===== src/rtl/debounce_bank.sv =====
// debounce_bank: N-channel push-button/switch debouncer.
// Per channel: 2-flop synchroniser, stability counter, debounced level,
// rise/fall pulses and long-press detection.
// Optional auto-repeat while a key stays held: define DEBOUNCE_BANK_REPEAT_EN.
// Without it rpt_o is tied to 0 and no repeat logic exists.

module debounce_lane #(
  parameter int STABLE_CYCLES = 131072,
  parameter int HOLD_CYCLES   = 50000000,
  parameter int REPEAT_CYCLES = 10000000,
  parameter int ACTIVE_LOW    = 0
) (
  input  logic clk,
  input  logic rst_n,
  input  logic in_i,
  output logic out_o,
  output logic onup_o,
  output logic ondn_o,
  output logic long_press_o,
  output logic rpt_o
);
  localparam int CW   = (STABLE_CYCLES > 2) ? $clog2(STABLE_CYCLES) : 1;
  localparam int HMAX = (HOLD_CYCLES > REPEAT_CYCLES) ? HOLD_CYCLES : REPEAT_CYCLES;
  localparam int HW   = (HMAX > 2) ? $clog2(HMAX) : 1;

  logic          pin;
  logic          sync0_q, sync1_q;
  logic [CW-1:0] cnt_q, cnt_d;
  logic          out_q, out_d;
  logic          onup_q, onup_d, ondn_q, ondn_d;
  logic [HW-1:0] hold_q, hold_d;
  logic          held_q, held_d;
  logic          lp_q, lp_d;
`ifdef DEBOUNCE_BANK_REPEAT_EN
  logic          rpt_q, rpt_d;
`endif

  // Fold pin polarity in before the synchroniser so everything downstream is active-high.
  assign pin = in_i ^ (ACTIVE_LOW != 0);

  // Stability counter: out follows sync1 only after it has differed for STABLE_CYCLES edges.
  always_comb begin
    cnt_d  = '0;
    out_d  = out_q;
    onup_d = 1'b0;
    ondn_d = 1'b0;
    if (sync1_q != out_q) begin
      if (cnt_q == CW'(STABLE_CYCLES - 1)) begin
        out_d  = sync1_q;
        onup_d = sync1_q;
        ondn_d = ~sync1_q;
      end else begin
        cnt_d = cnt_q + CW'(1);
      end
    end
  end

  // Hold timer. A falling out_d suppresses any pulse landing in the ondn cycle.
  always_comb begin
    hold_d = hold_q;
    held_d = held_q;
    lp_d   = 1'b0;
`ifdef DEBOUNCE_BANK_REPEAT_EN
    rpt_d  = 1'b0;
`endif
    if (!out_q || !out_d) begin
      hold_d = '0;
      held_d = 1'b0;
    end else if (!held_q) begin
      if (hold_q == HW'(HOLD_CYCLES - 1)) begin
        lp_d   = 1'b1;
        hold_d = '0;
        held_d = 1'b1;
      end else begin
        hold_d = hold_q + HW'(1);
      end
    end
`ifdef DEBOUNCE_BANK_REPEAT_EN
    else begin
      if (hold_q == HW'(REPEAT_CYCLES - 1)) begin
        rpt_d  = 1'b1;
        hold_d = '0;
      end else begin
        hold_d = hold_q + HW'(1);
      end
    end
`endif
  end

  // All channel state; asynchronous clear.
  always_ff @(posedge clk or negedge rst_n) begin
    if (!rst_n) begin
      sync0_q <= 1'b0;
      sync1_q <= 1'b0;
      cnt_q   <= '0;
      out_q   <= 1'b0;
      onup_q  <= 1'b0;
      ondn_q  <= 1'b0;
      hold_q  <= '0;
      held_q  <= 1'b0;
      lp_q    <= 1'b0;
    end else begin
      sync0_q <= pin;
      sync1_q <= sync0_q;
      cnt_q   <= cnt_d;
      out_q   <= out_d;
      onup_q  <= onup_d;
      ondn_q  <= ondn_d;
      hold_q  <= hold_d;
      held_q  <= held_d;
      lp_q    <= lp_d;
    end
  end

`ifdef DEBOUNCE_BANK_REPEAT_EN
  // Repeat pulse register.
  always_ff @(posedge clk or negedge rst_n) begin
    if (!rst_n) rpt_q <= 1'b0;
    else        rpt_q <= rpt_d;
  end
  assign rpt_o = rpt_q;
`else
  assign rpt_o = 1'b0;
`endif

  assign out_o        = out_q;
  assign onup_o       = onup_q;
  assign ondn_o       = ondn_q;
  assign long_press_o = lp_q;
endmodule

module debounce_bank #(
  parameter int N             = 4,
  parameter int STABLE_CYCLES = 131072,
  parameter int HOLD_CYCLES   = 50000000,
  parameter int REPEAT_CYCLES = 10000000,
  parameter int ACTIVE_LOW    = 0
) (
  input  logic         clk,
  input  logic         rst_n,
  input  logic [N-1:0] in_i,
  output logic [N-1:0] out_o,
  output logic [N-1:0] onup_o,
  output logic [N-1:0] ondn_o,
  output logic [N-1:0] long_press_o,
  output logic [N-1:0] rpt_o,
  output logic         any_active_o
);
  logic any_active_q;

  debounce_lane #(
    .STABLE_CYCLES(STABLE_CYCLES),
    .HOLD_CYCLES  (HOLD_CYCLES),
    .REPEAT_CYCLES(REPEAT_CYCLES),
    .ACTIVE_LOW   (ACTIVE_LOW)
  ) u_lane [N-1:0] (
    .clk         (clk),
    .rst_n       (rst_n),
    .in_i        (in_i),
    .out_o       (out_o),
    .onup_o      (onup_o),
    .ondn_o      (ondn_o),
    .long_press_o(long_press_o),
    .rpt_o       (rpt_o)
  );

  // Registered OR of all levels; lags out_o by one cycle.
  always_ff @(posedge clk or negedge rst_n) begin
    if (!rst_n) any_active_q <= 1'b0;
    else        any_active_q <= |out_o;
  end

  assign any_active_o = any_active_q;
endmodule


===== config.mk =====
export PLATFORM = sky130hd
export DESIGN_NAME = debounce_bank
export DESIGN_NICKNAME = d
export VERILOG_FILES = /design/src/rtl/debounce_bank.sv
export SDC_FILE = /design/constraint.sdc
export NUM_CORES = 1
export LEC_CHECK = 0
export BUFFER_PORTS_ARGS = -buffer_cell sky130_fd_sc_hd__buf_2
export CORE_MARGIN = 1
export CORE_UTILIZATION = 60
export DETAILED_ROUTE_END_ITERATION = 12
export GPL_TIMING_DRIVEN = 1
export PLACE_DENSITY = 0.75
export SLEW_MARGIN = 15
export SYNTH_ARGS = -nofsm -noshare
export SYNTH_HDL_FRONTEND = slang
export SYNTH_SLANG_ARGS = --single-unit

===== constraint.sdc =====
create_clock -name clk -period 3.35 [get_ports clk]
set_clock_uncertainty 0.2 [all_clocks]
set_input_delay 0.8375 -clock clk [delete_from_list [all_inputs] [get_ports clk]]
set_output_delay 0.8375 -clock clk [all_outputs]
set_load 0.05 [all_outputs]

# --- Word level (Yosys, flattened, before mapping) ---
# Index checks and enable logic that the tools add are counted.
word_totals:
  out_inout_bits: 21
  romBits: 0
  memories: 0
  ram_bits: 0
  regBits: 201
  input_bits: 6
  elab_cells: 142
  latch_bits: 0
classes:
  n_eq_ne: 16
  shifts: 0
  magnitude_cmp: 0
  multipliers: 0
  muxes: 64
  bitwise_logic: 4
  div: 0
  n_reduce_logical: 13
  addsub: 8
op_table:
  columns: ["op", "n"]
  rows:
  - ["26-bit 2-to-1 mux", 12]
  - ["17-bit 2-to-1 mux", 8]
  - ["26-bit by 1-bit adder with 26-bit output, second input constant", 4]
  - ["26-bit equality test, second input constant", 4]
  - ["17-bit by 1-bit adder with 17-bit output, second input constant", 4]
  - ["17-bit equality test, second input constant", 4]
  - ["1-bit 2-to-1 mux", 44]
  - ["1-bit logical NOT", 8]
  - ["2-bit inequality test, second input constant", 4]
  - ["1-bit logical OR", 4]
  - ["1-bit inequality test", 4]
  - ["1-bit inverter", 4]
  - ["4-bit OR reduction", 1]

# --- Depth between registers and ports, before layout ---
# Gate-level depths: netlist (run 1).
logic_depth:
  word_depth: 6
  depth_mapped: 13

# --- Modules after synthesis ---
# Synthesis (run 1) repeated with hierarchy kept, for this count alone.
hier_totals:
  cells_unflattened: 1178
  area_unflattened_um2: 10523.8
by_module_without_submodules:
  columns: ["module", "cells_each", "instances", "seq_area_each_um2", "area_per_inst_um2"]
  rows:
  - ["debounce_lane at u_lane[0] ...", 298, 3, 1251.2, 2628.8]
  - ["debounce_lane at u_lane[1]", 282, 1, 1251.2, 2605.0]
  - ["debounce_bank", 2, 1, 25.0, 32.5]

# --- Worst setup path before layout (run 1) ---
# Ideal clock, no wire load.
synth_timing:
  path_type: "register to register"
  startpoint: "register u_lane[3].cnt_q[0]"
  endpoint: "register u_lane[3].hold_q[12]"
  stages_incl_launch_ff: 12
  setup_slack_ns: 0.683
  arrival_time_ns: 2.386
  required_time_ns: 3.068
  path_cell_list: "dfrtp_1 ha_1 and4_1 nand4_1 nor2_1 ha_1 nand2b_1 nand3b_1 a21oi_1 clkbuf_1 a21oi_1 a31oi_1"
synth_via:
  elab_chain_cells: 6
synth_lines:
  columns: ["element", "line_no", "rtl"]
  rows:
  - ["from (decl)", "28", "logic [CW-1:0] cnt_q, cnt_d;"]
  - ["from (signal assigned)", "105", "cnt_q <= cnt_d;"]
  - ["17-bit equality test (*)", "48", "if (cnt_q == CW'(STABLE_CYCLES - 1)) begin"]
  - ["1-bit 2-to-1 mux (*)", "48", null]
  - ["1-bit 2-to-1 mux (*)", "47", "if (sync1_q != out_q) begin"]
  - ["1-bit logical NOT (*)", "66", "if (!out_q || !out_d) begin"]
  - ["1-bit logical OR (*)", "66", null]
  - ["2-bit inequality test (no source line) or 26-bit 2-to-1 mux (tied branches)", null, null]
  - ["to (signal assigned)", "109", "hold_q <= hold_d;"]
  - ["to (decl)", "31", "logic [HW-1:0] hold_q, hold_d;"]
# Every way passes the cells marked *; elsewhere a longest branch is shown, timed or not.
# A chain may end at the register's enable or synchronous reset.

# --- Worst setup path in the final report (run 1) ---
layout_timing:
  startpoint: "register u_lane[0].cnt_q[0]"
  endpoint: "register u_lane[0].hold_q[10]"
layout_via:
  elab_chain_cells: 6
layout_lines:
  columns: ["element", "line_no"]
  rows:
  - ["from (decl)", "28"]
  - ["from (signal assigned)", "105"]
  - ["17-bit equality test (*)", "48"]
  - ["1-bit 2-to-1 mux (*)", "48"]
  - ["1-bit 2-to-1 mux (*)", "47"]
  - ["1-bit logical NOT (*)", "66"]
  - ["1-bit logical OR (*)", "66"]
  - ["2-bit inequality test (no source line) or 26-bit 2-to-1 mux (tied branches)", null]
  - ["to (signal assigned)", "109"]
  - ["to (decl)", "31"]
# Marks and branches as above.

==> results.yml, run 1 <==
cts:
  ctsHtreeMaxLevel: 1
  root_buffer: "clkbuf_16"
  clk_latency_ns: 0.50
  postCtsSetupBuffers: 0
  holdBufCountCts: 0
  cts_buffers: 22
  cts.sinks: 201
  cts_tree: "built"
  clk_pin_slew_ns: 0.06
  clock_path_buffers: 3
  cts_resized: 0
power:
  p_int_w: 0.00395
  clkPwrFrac_pct: 48.8
  swShare_pct: 21.0
  p_switching_w: 0.00105
  p_per_area_nw_per_um2: 438
  leakagePower_nw: 4.72
  p_comb_share_pct: 2.1
  vdd_drop_max_v: 0.000398
  p_seq_share_pct: 49.2
critical_path:
  crit_path_top_delay_cell: "a21oi_4"
  critPathKind: "reg2reg"
  critPathRequiredTime_ns: 3.56
  start_kind: "register"
  critPathMostFrequentCell: "ha_1"
  crit_chain: "ha_1, inv_1, nor3_1, nand2_1, nor2_1, ha_1, nand2b_1, nand3b_1, a21oi_4, buf_4, o21ai_0, a31oi_1"
  cp_num_buf_inv: 2
  cpPeakStageDelay_ns: 0.64
  arrival_ns: 3.18
  cp_top_family: "compound AO/OA/AOI/OAI gates"
  end_kind: "register"
  path_max_fanout: 32
sta:
  slew_violations: 0
  worst_pin_slew_ns: 0.940
  rsz0062_at_grt: "no"
  hold_ws_ns: 0.0844
  clock.fmax_ghz: 0.337
  period_share_pct: 88.6
  setup_viol: 0
  hold_viol_final: 0
  slew_headroom_pct: 36.8
  fin_crit_ns: 2.97
  tns_ns: 0
yosys:
  syn_area_um2: 10400
  postSynthAreaPerCell_um2: 9.18
  synth_top_area_share_pct: 48.4
  yosys-top-cells-area: "dfrtp_1 (48%), a31oi_1 (4.9%), nor2_1 (4.4%)"
  ys_top_cells_by_count: "dfrtp_1 (201), nor2_1 (123), nand2_1 (95), nand3_1 (91), a31oi_1 (81)"
  syn_inst: 1132
  yosysMostFrequentCell: "dfrtp_1"
  synth_enable_flop_cells: 0
  synth_ff_type: "dfrtp_1"
  yosys_warnings: 0
  yosysUniqueCellTypes: 63
  synth-seq-cells: 201
  async_flop_share_pct: 100
  yosysSeqAreaShare_pct: 48.4
  netlist.top_cell.by_area: "dfrtp_1"
routing:
  vias: 8347
  drc_errors: 0
  ant_nets: 0
  wl_um: 21300
  drt_first_pass_iters: 5
  drtIter0Drc: 544
  vias_per_cell: 6.09
  wl_per_cell_um: 15.5
cells_and_area:
  layout-drive-gt1-share_pct: 8.25
  n_fill_cell: 1332
  syn_to_final_growth_pct: 9.78
  antenna_cells: 0
  final_nets: 1161
  utilization_pct: 68.1
global_routing:
  grt_pass1_wl_um: 36800
  first_global_vias: 7937
  grt_start_max_net_pins: 59
  grtUsageTotal_pct: 24.7
  overflow: 0
  antenna_found_initial: 0
status:
  outcome: "completed"
place:
  io_buffer_count: 22
  dp_hpwl_um: 13800
  place.gp.congestion: 0.855
floorplanning:
  initial_core_util_pct: 62.0
  core_um2: 16800
  rows: 47
  die_x_um: 134
  dieArea_um2: 17900
  ios: 27
  die_h_um: 134
worst_hold_path:
  min_path_type: "in2async"
job:
  cap_violations: 0
==> power by group through the flow <==
stage / combinational [W] / clock (W) / sequential (W)
final: 0.000104 / 0.00244 / 0.00246
after detailed placement: 0.000108 / 0 / 0.00250
after floorplan: 0.0000473 / 0 / 0.00250
after global placement: 0.000108 / 0 / 0.00250
after CTS: 0.000110 / 0.00247 / 0.00246
after global routing: 0.000123 / 0.00258 / 0.00246
==> final cells by class <==
cell class,count,area [µm²],share of cell area (%)
well taps,220,275,2.41
clock buffers,34,687,6.02
flip-flops and latches,201,5030,44.1
clock inverters,6,55.1,0.482
multi-input cells,828,4920,43.1
inverters,42,158,1.38
repair buffers,40,292,2.55
==> registers in the layout, indices dropped and copies added (netlist names) <==
signal and count:
u_lane.hold_q 104, u_lane.cnt_q 68, u_lane.held_q 4, u_lane.long_press_o 4, u_lane.ondn_o 4, u_lane.onup_o 4
u_lane.out_o 4, u_lane.sync0_q 4, u_lane.sync1_q 4, any_active_o 1
==> cells in the final DEF, fill, tap and decap left out, types with 21 or more instances in the layout <==
master	Yosys	routed
dfrtp_1	201	201
nor2_1	123	122
nand2_1	95	95
nand3_1	91	91
a31oi_1	81	81
a21oi_1	59	58
inv_1	41	41
nand4_1	37	37
xor2_1	34	34
and3_1	33	33
o21ai_0	32	32
nor3_1	28	28
xnor2_1	24	24
clkbuf_16	0	23
nand2b_1	21	21
buf_2	7	21
==> final timing paths <==
path                       slack, ns                    to          startpoint  cells after the start
hold reg to reg                 0.15     u_lane[1].sync1_q   u_lane[1].sync0_q                      0
setup reg to reg                0.38  u_lane[0].hold_q[10]  u_lane[0].cnt_q[0]                     12
min in group clk                0.15     u_lane[1].sync1_q   u_lane[1].sync0_q                      0
setup / recovery                0.38  u_lane[0].hold_q[10]  u_lane[0].cnt_q[0]                     12
max in group asynchronous       2.16  u_lane[2].hold_q[22]               rst_n                      2
hold / removal                  0.08    u_lane[2].cnt_q[5]               rst_n                      1
==> per-stage QoR <==
stage	power, W	cells	area, µm²	setup slack, ns
final	0.00500	1371	11400	0.382
after global routing	0.00516	1371	11400	0.0775
after CTS	0.00504	1371	11400	0.0841
after detailed placement	0.00261	1331	10700	0.122
after global placement	0.00261	1331	10700	0.235
after floorplan	0.00255	1135	10400	0.683
==> per-layer routing <==
layer	track usage [%]	vias up	routed length, µm
li1	-	4088	-
met1	35.5	4055	10100
met2	40.2	168	9950
met3	2.97	36	821
met4	6.00	0	354
met5	0	-	0
==> cell families (layout without fill, tap and decap cells) <==
kind of cell / Yosys count / in the layout / share of synthesized area [%]
xor+xnor: 58 / 58 / 4.89
mux: 9 / 9 / 0.903
compound gates: 226 / 226 / 13.3
other cells: 1 / 4 / 0.0361
flops: 201 / 201 / 48.4
fa+ha+maj: 20 / 20 / 2.41
buf+inv: 106 / 122 / 4.63
simple gates: 511 / 511 / 25.4
No activity file was read; power rests on OpenSTA's default activity.
==> inputs of run 2 (changes only) <==
--- a/config.mk
+++ b/config.mk
@@ -7,10 +7,10 @@
 export LEC_CHECK = 0
 export BUFFER_PORTS_ARGS = -buffer_cell sky130_fd_sc_hd__buf_2
 export CORE_MARGIN = 1
-export CORE_UTILIZATION = 60
+export CORE_UTILIZATION = 40
 export DETAILED_ROUTE_END_ITERATION = 12
 export GPL_TIMING_DRIVEN = 1
-export PLACE_DENSITY = 0.75
+export PLACE_DENSITY = 0.53
 export SLEW_MARGIN = 15
 export SYNTH_ARGS = -nofsm -noshare
 export SYNTH_HDL_FRONTEND = slang
==> constraint.sdc (replaced) <==
create_clock -name clk -period 3.35 [get_ports clk]
set_clock_uncertainty 0.2 [all_clocks]
set_input_delay 0.8375 -clock clk [delete_from_list [all_inputs] [get_ports clk]]
set_output_delay 0.8375 -clock clk [all_outputs]
set_load 0.005 [all_outputs]
==> run 2 against run 1 <==
Against the previous run: design area increased by 1.4%; fmax decreased by 1.6%; critical path depth unchanged; die area increased by 49%; critical path type unchanged; largest power group is now the clock network.
==> results.yml, run 2 (synthesized netlist as in run 1, its figures left out) <==
critical_path:
  crit_start: "u_lane[1].cnt_q[0]"
  cp_top_family: "compound AO/OA/AOI/OAI gates"
  critPathKind: "reg2reg"
  arrival_ns: 3.23
  end_kind: "register"
  crit_chain: "ha_1, inv_1, nor3_1, nand2_1, nor2_1, ha_1, nand2b_1, nand2_1, a211oi_4, buf_12, a41oi_1, a31oi_1"
  critPathRequiredTime_ns: 3.57
  crit_path_top_delay_cell: "a211oi_4"
  worstReg2RegStart: "u_lane[1].cnt_q[0]"
  cpPeakStageDelay_ns: 0.69
  path_max_fanout: 26
  cp_num_buf_inv: 2
  start_kind: "register"
sta:
  rsz0062_at_grt: "no"
  slew_headroom_pct: 33.1
  setup_viol: 0
  fin_crit_ns: 3.01
  layout_setup_ws_ns: 0.336
  period_share_pct: 90.0
  hold_viol_final: 0
  clock.fmax_ghz: 0.332
  slew_violations: 0
  tns_ns: 0
  worst_pin_slew_ns: 0.994
routing:
  drt_first_pass_iters: 5
  wl_per_cell_um: 14.9
  drtIter0Drc: 459
  ant_nets: 0
  vias_per_cell: 5.48
  wl_um: 22100
  vias: 8140
  drc_errors: 0
cts:
  clock_path_buffers: 3
  clk_latency_ns: 0.51
  cts_tree: "built"
  clk_pin_slew_ns: 0.05
  cts_buffers: 24
  root_buffer: "clkbuf_16"
  ctsHtreeMaxLevel: 1
  cts.sinks: 201
place:
  place_ws_ns: 0.285
  dp_hpwl_um: 14500
  io_buffer_count: 22
  place.gp.congestion: 0.766
floorplanning:
  ios: 27
  initial_core_util_pct: 41.0
  die_h_um: 163
  dieArea_um2: 26600
  die_x_um: 163
  rows: 58
  core_um2: 25300
global_routing:
  first_global_vias: 7634
  grt_pass1_wl_um: 38200
  antenna_found_initial: 0
  grt_start_max_net_pins: 73
  grtUsageTotal_pct: 17.3
  overflow: 0
cells_and_area:
  top_register: "u_lane.hold_q"
  seq_area_um2: 5030
  multi_input_area_um2: 4920
  largest_reg_flops: 104
  antenna_cells: 0
  final_cell_mix: "dfrtp_1 (201), nor2_1 (122), nand2_1 (95)"
  final_common_cell: "dfrtp_1"
  layout-drive-gt1-share_pct: 8.30
  syn_to_final_growth_pct: 11.3
  n_fill_cell: 2423
  final_nets: 1167
  top_regs: "u_lane.hold_q (104), u_lane.cnt_q (68)"
power:
  vdd_drop_max_v: 0.000296
  power_w: 0.00505
  p_per_area_nw_per_um2: 436
  leakagePower_nw: 4.73
worst_hold_path:
  min_path_type: "in2async"
status:
  outcome: "completed"
job:
  cap_violations: 0
[run 2: power breakdown]
part	switching [W]	internal (W)	leakage, nW
Sequential	0.0000148	0.00245	2.78
Combinational	0.0000748	0.0000227	1.58
Clock	0.000990	0.00150	0.369
Total	0.00108	0.00397	4.73
[run 2: path summary, 6_finish.rpt]
path / endpoint / slack, ns / cells after the start
min in group clk: u_lane[1].sync1_q / 0.15 / 0
hold / removal: u_lane[3].hold_q[15] / 0.09 / 1
setup / recovery: u_lane[1].hold_q[13] / 0.34 / 12
setup reg to reg: u_lane[1].hold_q[13] / 0.34 / 12
hold reg to reg: u_lane[1].sync1_q / 0.15 / 0
max in group asynchronous: u_lane[3].ondn_o / 2.05 / 2
[run 2: area by class of cell]
type,instances,share of cell area (%)
sequential,201,43.5
timing repair buffer,44,2.68
clock buffer,36,6.02
tap,330,3.57
inverter,42,1.36
multi-input combinational,828,42.5
clock inverter,5,0.432
[run 2: layer usage]
layer	part of all wire [%]	wire [µm]	up-vias	global-route usage [%]
met5	0	0	-	0
met4	1.3	296	0	4.42
met3	3.0	665	25	2.36
met2	45	9930	86	27.0
met1	51	11200	3925	25.3
li1	-	-	4104	-
[run 2: stage by stage]
| step | std cells | cell area, µm² | utilization, % | hold WS (ns) |
|---|---|---|---|---|
| finish | 1486 | 11600 | 45.7 | 0.0885 |
| global route | 1486 | 11600 | 45.7 | 0.130 |
| CTS | 1486 | 11600 | 45.7 | 0.105 |
| detailed placement | 1445 | 10800 | 42.7 | 0.136 |
| global placement | 1445 | 10800 | 42.7 | 0.135 |
| floorplan | 1135 | 10400 | - | 0.131 |
[run 2: worst reg2reg max path, cell delays in order, from the launching register on]
cell,delay [ns]
dfrtp_1,0.40
ha_1,0.25
inv_1,0.08
nor3_1,0.08
nand2_1,0.10
nor2_1,0.07
ha_1,0.20
nand2b_1,0.13
nand2_1,0.18
a211oi_4,0.69
buf_12,0.25
a41oi_1,0.13
a31oi_1,0.17
[run 2: repair_timing]
item | in CTS | in global routing
hold buffers | 0 | 0
resized for setup | 0 | 1
setup buffers | 0 | 0
hold endpoints to repair | 0 | 0
setup endpoints to repair | 0 | 6
